`src/rtl/uart_rx_os.sv`:
```
// uart_rx_os: 16x-oversampling UART receiver with parity, framing and overrun flags.
// Define UART_RX_MAJORITY_EN to vote each bit 2-of-3 over the samples around its centre.
module uart_rx_os #(
    parameter int clk_freq  = 1_000_000,
    parameter int baud      = 9600,
    parameter int DATA_BITS = 8,
    parameter int PARITY    = 0,
    parameter int STOP_BITS = 1
) (
    input  logic                 clk,
    input  logic                 rst,
    input  logic                 rx,
    output logic [DATA_BITS-1:0] dout,
    output logic                 valid,
    input  logic                 ready,
    output logic                 parity_err,
    output logic                 frame_err,
    output logic                 overrun,
    output logic                 busy
);
    localparam int DIV_RAW = clk_freq / (baud * 16);
    localparam int DIV     = (DIV_RAW < 1) ? 1 : DIV_RAW;
    localparam int TW      = (DIV > 1) ? $clog2(DIV) : 1;

    localparam logic [2:0] S_IDLE    = 3'd0;
    localparam logic [2:0] S_START   = 3'd1;
    localparam logic [2:0] S_DATA    = 3'd2;
    localparam logic [2:0] S_PARITY  = 3'd3;
    localparam logic [2:0] S_STOP    = 3'd4;
    localparam logic [2:0] S_DELIVER = 3'd5;

`ifdef UART_RX_MAJORITY_EN
    localparam logic [3:0] SAMPLE_SC = 4'd8;
`else
    localparam logic [3:0] SAMPLE_SC = 4'd7;
`endif

    logic [1:0]           sync_reg;
    logic [TW-1:0]        tick_cnt_reg;
    logic [3:0]           sc_reg;
    logic [2:0]           state_reg;
    logic [3:0]           bit_cnt_reg;
    logic [DATA_BITS-1:0] sr_reg;
    logic                 perr_reg;
    logic                 ferr_reg;
    logic [DATA_BITS-1:0] dout_reg;
    logic                 valid_reg;
    logic                 parity_err_reg;
    logic                 frame_err_reg;
    logic                 overrun_reg;

    logic rx_s;
    logic os_tick;
    logic sample;
    logic bit_val;

    assign rx_s    = sync_reg[1];
    assign os_tick = (tick_cnt_reg == TW'(DIV - 1));
    assign sample  = os_tick && (sc_reg == SAMPLE_SC);

`ifdef UART_RX_MAJORITY_EN
    // rx_s held from sc==6 and sc==7; the vote completes with the live sample at sc==8
    logic [1:0] early_reg;

    always_ff @(posedge clk) begin
        if (rst) begin
            early_reg <= 2'b11;
        end else if (os_tick && sc_reg == 4'd6) begin
            early_reg[0] <= rx_s;
        end else if (os_tick && sc_reg == 4'd7) begin
            early_reg[1] <= rx_s;
        end
    end

    assign bit_val = (early_reg[0] & early_reg[1]) | (early_reg[0] & rx_s) | (early_reg[1] & rx_s);
`else
    assign bit_val = rx_s;
`endif

    // sc runs on through the whole frame, so every later centre lands 16 ticks after the start centre
    always_ff @(posedge clk) begin
        if (rst) begin
            sync_reg     <= 2'b11;
            tick_cnt_reg <= '0;
            sc_reg       <= '0;
            state_reg    <= S_IDLE;
            bit_cnt_reg  <= '0;
            sr_reg       <= '0;
            perr_reg     <= 1'b0;
            ferr_reg     <= 1'b0;
        end else begin
            sync_reg     <= {sync_reg[0], rx};
            tick_cnt_reg <= os_tick ? '0 : tick_cnt_reg + TW'(1);
            if (os_tick && state_reg != S_IDLE) begin
                sc_reg <= sc_reg + 4'd1;
            end
            case (state_reg)
                S_IDLE: begin
                    if (!rx_s) begin
                        state_reg    <= S_START;
                        tick_cnt_reg <= '0;
                        sc_reg       <= '0;
                        bit_cnt_reg  <= '0;
                        perr_reg     <= 1'b0;
                        ferr_reg     <= 1'b0;
                    end
                end
                S_START: begin
                    if (sample) begin
                        state_reg <= bit_val ? S_IDLE : S_DATA;
                    end
                end
                S_DATA: begin
                    if (sample) begin
                        sr_reg <= {bit_val, sr_reg[DATA_BITS-1:1]};
                        if (bit_cnt_reg == 4'(DATA_BITS - 1)) begin
                            bit_cnt_reg <= '0;
                            state_reg   <= (PARITY != 0) ? S_PARITY : S_STOP;
                        end else begin
                            bit_cnt_reg <= bit_cnt_reg + 4'd1;
                        end
                    end
                end
                S_PARITY: begin
                    if (sample) begin
                        perr_reg  <= (((^sr_reg) ^ bit_val) != (PARITY == 2));
                        state_reg <= S_STOP;
                    end
                end
                S_STOP: begin
                    if (sample) begin
                        ferr_reg <= ferr_reg | ~bit_val;
                        if (bit_cnt_reg == 4'(STOP_BITS - 1)) begin
                            bit_cnt_reg <= '0;
                            state_reg   <= S_DELIVER;
                        end else begin
                            bit_cnt_reg <= bit_cnt_reg + 4'd1;
                        end
                    end
                end
                S_DELIVER: state_reg <= S_IDLE;
                default:   state_reg <= S_IDLE;
            endcase
        end
    end

    // A held, unaccepted character is never overwritten: the new one is dropped and flagged
    always_ff @(posedge clk) begin
        if (rst) begin
            dout_reg       <= '0;
            valid_reg      <= 1'b0;
            parity_err_reg <= 1'b0;
            frame_err_reg  <= 1'b0;
            overrun_reg    <= 1'b0;
        end else begin
            overrun_reg <= 1'b0;
            if (state_reg == S_DELIVER) begin
                if (!valid_reg || ready) begin
                    dout_reg       <= sr_reg;
                    parity_err_reg <= perr_reg;
                    frame_err_reg  <= ferr_reg;
                    valid_reg      <= 1'b1;
                end else begin
                    overrun_reg <= 1'b1;
                end
            end else if (valid_reg && ready) begin
                valid_reg <= 1'b0;
            end
        end
    end

    assign dout       = dout_reg;
    assign valid      = valid_reg;
    assign parity_err = parity_err_reg;
    assign frame_err  = frame_err_reg;
    assign overrun    = overrun_reg;
    assign busy       = (state_reg != S_IDLE);
endmodule
```
`config.mk`:
```
export PLATFORM = sky130hd
export DESIGN_NAME = uart_rx_os
export DESIGN_NICKNAME = d
export VERILOG_FILES = /design/src/rtl/uart_rx_os.sv
export SDC_FILE = /design/constraint.sdc
export NUM_CORES = 1
export LEC_CHECK = 0
export BUFFER_PORTS_ARGS = -buffer_cell sky130_fd_sc_hd__buf_2
export CORE_MARGIN = 2
export CORE_UTILIZATION = 48
export DETAILED_ROUTE_END_ITERATION = 7
export PLACE_DENSITY = 0.67
export RECOVER_POWER = 50
export SETUP_SLACK_MARGIN = 0.02
export SYNTH_ARGS = -nofsm -noshare
export SYNTH_HDL_FRONTEND = slang
export SYNTH_SLANG_ARGS = --single-unit
```
`constraint.sdc`:
```
create_clock -name clk -period 4.4 [get_ports clk]
set_clock_uncertainty 0.15 [all_clocks]
set_input_delay 0.22 -clock clk [delete_from_list [all_inputs] [get_ports clk]]
set_output_delay 0.22 -clock clk [all_outputs]
set_load 0.005 [all_outputs]
```
# Word level (Yosys, flattened, before mapping)
# Index checks and enable logic that the tools add are counted.
[op_classes]
n_bitwise = 4
add_sub_neg = 3
n_mux = 30
n_eq_ne = 16
reduce_logical = 21
[op_table]
columns = ["operator", "n"]
rows = [
  ["$mux W4", 8],
  ["$mux W3", 10],
  ["$pmux W3 S5", 1],
  ["$ne A2 B2 Y1 const B", 7],
  ["$pmux W4 S3", 1],
  ["$eq A3 B3 Y1 const B", 3],
  ["$add A4 B1 Y4 const B", 2],
  ["$eq A4 B3 Y1 const B", 2],
  ["$reduce_xor A8 Y1", 1],
  ["$mux W1", 7],
  ["$reduce_and A7 Y1", 1],
  ["$eq A3 B2 Y1 const B", 2],
  ["$reduce_and A2 Y1", 3],
  ["$reduce_and A3 Y1", 2],
  ["$reduce_bool A2 Y1", 3],
  ["$reduce_bool A3 Y1", 2],
  ["$logic_not A4 Y1", 1],
  ["$pmux W1 S2", 2],
  ["$reduce_and A4 Y1", 1],
  ["$add A3 B1 Y3 const B", 1],
  ["$eq A3 B1 Y1 const B", 1],
  ["$logic_and A1 B1 Y1", 3],
  ["$logic_not A3 Y1", 1],
  ["$mux W2", 1],
  ["other kinds (7)", 8],
]
[word_totals]
register_bits = 38
wordCells = 87
output_inout_bits = 13

# Longest topological paths before layout
# Gate-level depths: netlist of the first run.
[depth]
word_depth = 5
ltp_mapped = 6

# Worst setup path before layout of the first run
# OpenSTA, ideal clock, no wires.
[synth_timing]
path_type = "flip-flop to flip-flop"
startpoint = "register sc_reg[0]"
endpoint = "register bit_cnt_reg[0]"
path_stages_with_launch = 7
n_path_buf = 1
setup_ns = 0.070
slack_ns = 2.693
synth_period_minus_slack_ns = 1.707
arrival_ns = 1.487
path_cell_list = "dfxtp_1 -> ha_1 -> and3b_1 -> clkbuf_1 -> a311oi_1 -> o31ai_1 -> a21oi_1"
[synth_between]
elab_chain_cells = 4
elab_cells_between_ends = 5
[synth_lines]
columns = ["item", "line_no", "text"]
rows = [
  ["from (decl)", "40", "logic [3:0] sc_reg;"],
  ["from (signal assigned)", "95", "sc_reg <= sc_reg + 4'd1;"],
  ["$eq A4 B3 Y1 (*)", "59", "assign sample = os_tick && (sc_reg == SAMPLE_SC);"],
  ["$logic_and A1 B1 Y1 (*)", "59", ""],
  ["$ne A2 B2 Y1 (no line)", "n/a", ""],
  ["$reduce_and A4 Y1 (no line) (*)", "n/a", ""],
  ["to (signal assigned)", "120", "bit_cnt_reg <= bit_cnt_reg + 4'd1;"],
  ["to (signal assigned)", "137", "bit_cnt_reg <= bit_cnt_reg + 4'd1;"],
  ["to (decl)", "42", "logic [3:0] bit_cnt_reg;"],
]
# Every way passes the cells marked *; elsewhere a longest branch is shown, timed or not.
# A chain may end at the register's enable or synchronous reset.

# Final worst setup path of the first run
[layout_timing]
startpoint = "register state_reg[0]"
endpoint = "register dout_reg[2], in the netlist dout[2]"
[layout_between]
elab_chain_cells = 2
[layout_lines]
columns = ["item", "line_no", "text"]
rows = [
  ["from (decl)", "41", "logic [2:0] state_reg;"],
  ["from (signal assigned)", "110", "state_reg <= bit_val ? S_IDLE : S_DATA;"],
  ["from (signal assigned)", "118", "state_reg <= (PARITY != 0) ? S_PARITY : S_STOP;"],
  ["$eq A3 B3 Y1", "157", "if (state_reg == S_DELIVER) begin"],
  ["$reduce_and A2 Y1 (no line)", "n/a", ""],
  ["to (signal assigned)", "159", "dout_reg <= sr_reg;"],
  ["to (decl)", "46", "logic [DATA_BITS-1:0] dout_reg;"],
]
# No other way between the ends.

==> results.tsv, run 1 <==
metric	value	unit
outcome	complete, no violations	
worst reg2reg endpoint	dout[2]	
critical path fanouts, max	15	
Ant. Diodes	0	
Synth Instances	195	
Syn Area/Cell	9.131	um2
Total GRT Usage	0.1878	
Synth Register Bits	38	
post-synthesis compound-gate area fraction	0.1384	
crit start category	flop	
Final ANT Viol Nets	0	
Critical Path AT	2.36	ns
area grow syn2layout	10.54	%
count of cell types in the netlist	42	
Die ar.	4213	um2
Port Buf Inserts	16	
Finished Cell Area	1968	um2
width of the die	64.91	um
Leakage	0.7204	nW
global-route wire length before repair	6.120	mm
Crit. End Element	flop	
FILL cells	338	
worst slew margin relative to its limit	0.02730	
htree depth	2	
RSZ-0062 raised after global routing	no	
TNS Setup	0	ns
Met3 Routed Length	115	um
Req. time, crit path	4.36	ns
clock insertion delay at the later pin of the skew report	0.29	ns
worst setup margin	2.005	ns
number of synthesized flops with an enable pin	0	
Simple-Gate Fraction of Synth Area	0.2256	
Adder-Cell Fraction of Synth Area	0.02108	
worst hold path depth	3	
vias in the first global route	1358	
CTS tree	built	
Num CTS Buffers	5	
max-cap violations	0	
# rows	22	
WL/cell	14.05	um
Post-synth top flop	dfxtp_1	
post-CTS sizing	0	
FFs w/ async S/R, synth	0	
mapped cell area	1780	um2
met2 wire len	1.767	mm
WHS Endpoint	overrun	
R2R depth	4	
Initial DRC Count	60	
Reg2Reg Setup Slack	2.00	ns
highest metal used	met4	
Starting Density	0.4938	
period utilisation layout	0.5444	
placed instance area	1873	um2
core area	3606	um2
post-synthesis mux area share	0.1012	
Fmax	0.4175	GHz
overall power	620.1	uW
final setup violating endpoints	0	
warning count from the yosys run	0	
Clock transition at path regs	0.07	ns
Place WS	2.011	ns
clock sinks	38	
worst hold slack	0.07899	ns
pwr/cell area	315.1	nW/um2
routability cong.	0.8342	
clk buf depth	2	
actual slew at the worst max-slew pin	1.459	ns
main combinational cell family by area after synthesis	simple AND/OR/NAND/NOR gates	
Seq/Total Area, Yosys	0.4273	
Chip Height	64.91	um
met1 WL	1.649	mm
Residual DRC	0	
layout cell share with drive strength beyond 1	0.1202	
DP HPWL	2.542	mm
fin cells	256	
Final #Nets	214	
VDD IR max	0.2337	mV
Synth Net Count	202	
min Tclk post-route	2.395	ns
Via-to-Cell Ratio	5.605	
# IOs	17	
worst min path class	input pin to flop	
Reg-to-Reg Start	state_reg[0]	
grt total ovfl	0	
clk root buf	clkbuf_8	
Synth Area in XOR/XNOR	0.04708	
initial antenna violation count	0	
drt total wl	3.596	mm
Final Max Slew Viols	0	
Inst Count DP	247	
Layout Utilization	0.5458	
Storage cell area	760.7	um2
final hold vios	0	
Crit Path Class	flop to flop	
DR pass1 iterations	4	
hold path start	ready	
vias post-DR	1435	
Multi-input gate area	949.7	um2
largest net degree at the start of global routing	35	
[cell usage after synthesis, types with 2 or more instances]
master | n | area, um2
ha_1 | 3 | 37.54
dfxtp_1 | 38 | 760.7
clkbuf_1 | 9 | 33.78
nor2b_1 | 2 | 12.51
nand3_1 | 9 | 45.04
a311oi_1 | 2 | 17.52
o21a_1 | 2 | 15.01
nand3b_1 | 3 | 22.52
xnor2_1 | 7 | 61.31
and3b_1 | 4 | 35.03
o211ai_1 | 4 | 30.03
inv_1 | 6 | 22.52
nor3b_1 | 2 | 15.01
a21oi_1 | 11 | 55.05
or2_2 | 4 | 25.02
o21ai_0 | 3 | 15.01
nand2_1 | 3 | 11.26
nand2b_1 | 3 | 18.77
o2111ai_1 | 2 | 17.52
o31ai_1 | 3 | 22.52
nor4_1 | 3 | 18.77
mux2i_1 | 18 | 180.2
buf_2 | 2 | 10.01
nor3_1 | 7 | 35.03
nor2_1 | 28 | 105.1
[logic make-up (layout without fill, tap and decap cells)]
group	after synthesis	count (layout)
compound gates	36	36
xor+xnor	8	8
fa+ha+maj	3	3
buf+inv	18	31
flops	38	38
mux	18	18
simple gates	74	74
[routing by layer]
metal  track usage  vias to the layer above
met5             0                        -
li1              -                      721
met1        0.2219                      677
met3       0.04861                        8
met4       0.06383                        0
met2        0.3286                       29
[final cells by class]
type / instances / share of cell area
Timing Repair Buffer: 17 / 0.04259
Clock inverter: 1 / 0.002543
Multi-Input combinational cell: 139 / 0.4825
Inverter: 6 / 0.01144
Tap cell: 48 / 0.03051
Sequential cell: 38 / 0.3865
Clock buffer: 7 / 0.04387
[repair_timing]
item,CTS,global route
endpoints found under the hold margin,1,0
setup buffers,0,0
hold buffers,1,0
[cell usage in the layout (no fill, tap or decap), drive strengths merged, types with 4 or more instances in the layout]
cell type / instances
nor2: 28
inv: 6
clkbuf: 12
mux2i: 18
a21oi: 11
buf: 11
o211ai: 4
or2: 4
dfxtp: 38
nor3: 8
and3b: 4
xnor2: 7
nand3: 9
[worst max-delay path: stages (launching register included)]
cell	delay, ns
dfxtp_1	0.63
nand3b_1	0.20
nor2b_1	0.88
mux2i_1	0.29
nor2_1	0.06
[worst max-delay path by stage]
stage                       from              to  slack (ns)  cells after the start
finish              state_reg[0]         dout[2]        2.00                      4
global placement    state_reg[0]         dout[0]        2.11                      4
detailed placement  state_reg[0]         dout[2]        2.01                      4
CTS                 state_reg[0]         dout[2]        1.98                      4
floorplan              sc_reg[0]  bit_cnt_reg[0]        2.69                      6
global route        state_reg[2]         dout[2]        1.72                      4
[power by group]
part | switching, mW | leakage [nW] | internal, mW
Combinational | 0.0154 | 0.365 | 0.00889
Sequential | 0.00534 | 0.307 | 0.347
Clock | 0.117 | 0.0482 | 0.126
(Power assumes the default switching activity.)
==> run 2: changes to the inputs <==
==> constraint.sdc (replaced) <==
create_clock -name clk -period 2.51 [get_ports clk]
set_clock_uncertainty 0.15 [all_clocks]
set_input_delay 0.1255 -clock clk [delete_from_list [all_inputs] [get_ports clk]]
set_output_delay 0.1255 -clock clk [all_outputs]
set_load 0.005 [all_outputs]
==> run 2 against run 1 <==
Non-clock buffer count rose by 1. Global-route usage fell by 0.72 points. Sequential share of layout area fell by 0.15 points. Combinational power rose by 75%. Via count fell by 1.3%. Maximum frequency rose by 14%. Sequential cell count did not move. Core utilization rose by 0.21 points. Critical endpoint is now state_reg[0].
==> results.tsv, run 2 (same netlist as run 1, synthesis figures left out) <==
metric	value	unit	change
Final ANT Viol Nets	0		unchanged
drt total wl	3.417	mm	-5.0%
area grow syn2layout	10.96	%	
vias post-DR	1417		-1.3%
TNS Setup	0	ns	unchanged
outcome	complete, no violations		
Via-to-Cell Ratio	5.514		-1.6%
largest net degree at the start of global routing	35		unchanged
Crit Path Class	flop to flop		
most common cell after layout, fill and taps aside	dfxtp_1		
pwr/cell area	544.2	nW/um2	+73%
worst setup margin	0.4104	ns	-1.594 ns
Ant. Diodes	0		unchanged
DP HPWL	2.392	mm	-5.9%
post-CTS sizing	0		unchanged
FILL cells	328		-3.0%
Critical Path AT	2.12	ns	-0.24 ns
clock insertion delay at the later pin of the skew report	0.28	ns	about the same
final hold vios	0		unchanged
Initial DRC Count	93		+55%
period utilisation layout	0.8365		+0.2921
vias in the first global route	1302		-4.1%
worst slew margin relative to its limit	0.5182		+0.4909
# IOs	17		unchanged
DR pass1 iterations	4		unchanged
RSZ-0062 raised after global routing	no		
postcts setup bufs	0		unchanged
core area	3606	um2	unchanged
width of the die	64.91	um	unchanged
Port Buf Inserts	16		unchanged
CTS tree	built		
Clock transition at path regs	0.07	ns	about the same
grt total ovfl	0		unchanged
max-cap violations	0		unchanged
crit start category	flop		
min Tclk post-route	2.100	ns	-0.2958 ns
most frequent cells in the layout	38 x dfxtp_1, 28 x nor2_1, 18 x mux2i_1		
Die ar.	4213	um2	unchanged
Crit. End Element	flop		
Residual DRC	0		unchanged
clk buf depth	2		unchanged
final setup violating endpoints	0		unchanged
Total GRT Usage	0.1806		-0.007198
clk root buf	clkbuf_8		
# rows	22		unchanged
layout cell share with drive strength beyond 1	0.1244		+0.004210
Place WS	0.4636	ns	-1.548 ns
Req. time, crit path	2.53	ns	-1.83 ns
clock sinks	38		unchanged
Final Max Slew Viols	0		unchanged
Starting Density	0.4938		unchanged
htree depth	2		unchanged
Final #Nets	215		+0.47%
worst min path class	input pin to flop		
critical path fanouts, max	15		unchanged
routability cong.	0.7961		-4.6%
Fmax	0.4763	GHz	+14%
WL/cell	13.30	um	-5.3%
global-route wire length before repair	5.968	mm	-2.5%
Leakage	0.7242	nW	+0.53%
Chip Height	64.91	um	unchanged
initial antenna violation count	0		unchanged
VDD IR max	0.3615	mV	+55%
actual slew at the worst max-slew pin	0.7161	ns	-0.7429 ns
Num CTS Buffers	5		unchanged
[run 2: area by class of cell]
type,count,area (um2),share of cell area
timing repair buffer,18,91.34,0.04623
multi-input combinational,139,949.7,0.4807
clock buffer,7,86.33,0.04370
clock inverter,1,5.005,0.002533
sequential,38,760.7,0.3851
tap,48,60.06,0.03040
inverter,6,22.52,0.01140
[run 2: metrics by stage]
stage	area (um2)	hold WS, ns	total power [mW]	util	cells
5_1_grt	1976	0.01474	1.128	0.5479	257
3_5_place_dp	1881	0.1678	0.6723	0.5215	248
3_3_place_gp	1881	0.1623	0.6702	0.5215	248
2_1_floorplan	1780	0.07931	0.6624	-	195
6_report	1976	0.009162	1.075	0.5479	257
4_1_cts	1982	0.004273	1.090	0.5496	257
[run 2: final timing paths]
kind | slack [ns] | endpoint | from | cells past startpoint
setup / recovery | 0.41 | state_reg[0] | state_reg[2] | 4
hold / removal | 0.009 | overrun | ready | 3
setup reg to reg | 0.41 | state_reg[0] | state_reg[2] | 4
hold reg to reg | 0.27 | sync_reg[1] | sync_reg[0] | 1
[run 2: critical path: stages (launching register included)]
cell and delay [ns]:
dfxtp_1 0.59, or3b_2 0.54, o22ai_1 0.37, a2111oi_0 0.14, o21a_1 0.20
[run 2: what timing repair did]
action | 4_1_cts | 5_1_grt
hold buffers | 1 | 0
endpoints found under the setup margin | 0 | 0
hold endpoints to repair | 1 | 0
[run 2: per-layer routing]
metal	GRT usage	vias to the layer above	share of wire
li1	-	724	-
met1	0.2407	669	0.49
met2	0.2861	20	0.47
met3	0.03646	4	0.027
met4	0.07181	0	0.011
met5	0	-	0
[run 2: report_power, final]
part / internal (mW) / switching, mW
combinational: 0.0158 / 0.0268
clock: 0.221 / 0.194
sequential: 0.609 / 0.00886
==> run 3: changes to the inputs <==
--- a/config.mk
+++ b/config.mk
@@ -9,7 +9,7 @@
 export CORE_MARGIN = 2
 export CORE_UTILIZATION = 48
 export DETAILED_ROUTE_END_ITERATION = 7
-export PLACE_DENSITY = 0.67
+export PLACE_DENSITY = 0.69
 export RECOVER_POWER = 50
 export SETUP_SLACK_MARGIN = 0.02
 export SYNTH_ARGS = -nofsm -noshare
==> constraint.sdc (replaced) <==
create_clock -name clk -period 1.8 [get_ports clk]
set_clock_uncertainty 0.15 [all_clocks]
set_input_delay 0.09 -clock clk [delete_from_list [all_inputs] [get_ports clk]]
set_output_delay 0.09 -clock clk [all_outputs]
set_load 0.005 [all_outputs]
==> run 3 against run 2 <==
Total power rose by 40%. Via count up 5.9%. Maximum frequency grew 22%. Sequential cell count unchanged.
==> results.tsv, run 3 (same netlist as run 1, synthesis figures left out) <==
metric	value	unit	change
outcome	complete, no violations		
layout cell share with drive strength beyond 1	0.2422		+0.1178
width of the die	64.91	um	unchanged
initial antenna violation count	0		unchanged
global-route wire length before repair	6.306	mm	+5.7%
Fmax	0.5807	GHz	+22%
Final #Nets	231		+7.4%
actual slew at the worst max-slew pin	0.4789	ns	-0.2372 ns
# IOs	17		unchanged
WHS Endpoint	sync_reg[1]		
most common cell after layout, fill and taps aside	dfxtp_1		
Ant. Diodes	0		unchanged
htree depth	2		unchanged
DR pass1 iterations	4		unchanged
clock insertion delay at the later pin of the skew report	0.28	ns	about the same
period utilisation layout	0.9567		+0.1202
worst slew margin relative to its limit	0.6783		+0.1601
critical path fanouts, max	5		-10
Via-to-Cell Ratio	5.539		+0.46%
Req. time, crit path	1.88	ns	-0.65 ns
min Tclk post-route	1.722	ns	-0.3776 ns
pwr/cell area	701.7	nW/um2	+29%
Final Max Slew Viols	0		unchanged
vias post-DR	1501		+5.9%
max-cap violations	0		unchanged
TNS Setup	0	ns	unchanged
CP Cell Sequence	or3b_2 > buf_4 > o22a_1 > a21oi_1 > o21a_1		
clock sinks	38		unchanged
WL/cell	13.76	um	+3.5%
Leakage	0.8121	nW	+12%
Final ANT Viol Nets	0		unchanged
largest net degree at the start of global routing	23		-34%
CTS tree	built		
clk root buf	clkbuf_8		
core area	3606	um2	unchanged
crit start category	flop		
Residual DRC	0		unchanged
DP HPWL	2.674	mm	+12%
crit path max-delay cell type	or3b_2		
Critical Path AT	1.80	ns	-0.32 ns
slowest stage delay, CP	0.47	ns	-0.12 ns
Total GRT Usage	0.1914		+0.01076
vias in the first global route	1355		+4.1%
Reg-to-Reg Start	state_reg[2]		
Chip Height	64.91	um	unchanged
final hold vios	0		unchanged
Die ar.	4213	um2	unchanged
Crit. End Element	flop		
# rows	22		unchanged
Starting Density	0.4938		unchanged
R2R depth	5		+1
Reg2Reg Setup Slack	0.08	ns	-0.33 ns
hold path start	sync_reg[0]		
Layout Utilization	0.5930		+0.04511
Port Buf Inserts	16		unchanged
most frequent cells in the layout	33 x dfxtp_1, 28 x nor2_1, 18 x mux2i_1		
routability cong.	0.7962		about the same
worst reg2reg endpoint	state_reg[0]		
worst hold path depth	1		-2
Crit Path Class	flop to flop		
worst hold slack	0.2610	ns	+0.2518 ns
Initial DRC Count	76		-18%
grt total ovfl	0		unchanged
overall power	1.501	mW	+40%
drt total wl	3.730	mm	+9.2%
Num CTS Buffers	5		unchanged
Clock transition at path regs	0.07	ns	about the same
worst min path class	flop to flop		
RSZ-0062 raised after global routing	yes		
area grow syn2layout	20.10	%	
clk buf depth	2		unchanged
final setup violating endpoints	0		unchanged
VDD IR max	0.6121	mV	+69%
==> run 3: cell types whose count changed in the layout (fill, tap and decap cells not counted), sizes merged <==
cell	before	now
clkbuf	12	11
dlygate4sd3	1	3
buf	12	26
clkinv	1	0
==> run 3: critical path, delay by kind of cell, from the launching register on <==
kind                   cells  cell delay [ns]
and+or+nand+nor            1             0.47
DFF                        1             0.36
AOI/OAI and AO/OA          3             0.53
buffers and inverters      1             0.16
==> run 3: worst max-delay path by stage <==
stage,start,end,slack [ns],depth (start not counted)
after global routing,tick_cnt_reg[2],bit_cnt_reg[1],0.0003,4
after floorplan,sc_reg[0],bit_cnt_reg[0],0.09,6
after global placement,state_reg[2],state_reg[0],0.04,4
final,state_reg[2],state_reg[0],0.08,5
after CTS,bit_cnt_reg[0],state_reg[0],0.05,6
after detailed placement,state_reg[2],state_reg[0],0.03,4
==> run 3: power by group <==
part	total (mW)	internal [mW]	switching (mW)
registers	0.859	0.850	0.00948
clock network	0.565	0.295	0.270
logic	0.0765	0.0313	0.0452
==> run 3: final cells by class <==
| type | count | area, um2 |
|---|---|---|
| well taps | 48 | 60.06 |
| repair buffers | 34 | 225.2 |
| inverters | 6 | 22.52 |
| flip-flops and latches | 38 | 767.0 |
| clock buffers | 6 | 82.58 |
| fillers | 319 | 1468 |
| multi-input cells | 139 | 980.9 |
==> run 3: metal layers <==
layer | part of all wire | track usage | vias up
met5 | 0 | 0 | -
met4 | 0.010 | 0.05585 | 0
met3 | 0.037 | 0.04688 | 4
met2 | 0.51 | 0.3196 | 28
met1 | 0.45 | 0.2440 | 719
li1 | - | - | 750
==> run 3: per-stage QoR <==
stage | worst slack [ns] | cell area, um2 | std cells
finish | 0.07793 | 2138 | 271
global route | 0.0003184 | 2138 | 271
global placement | 0.04319 | 1976 | 259
CTS | 0.04689 | 2095 | 268
detailed placement | 0.02593 | 1976 | 259
floorplan | 0.09313 | 1780 | 195
==> run 3: repair_timing <==
action,4_1_cts,5_1_grt
gates cloned,0,0
endpoints found under the setup margin,1,15
pin swaps,0,3
gates resized for setup,1,12
hold buffers,3,0
hold endpoints to repair,8,0
setup buffers,0,3
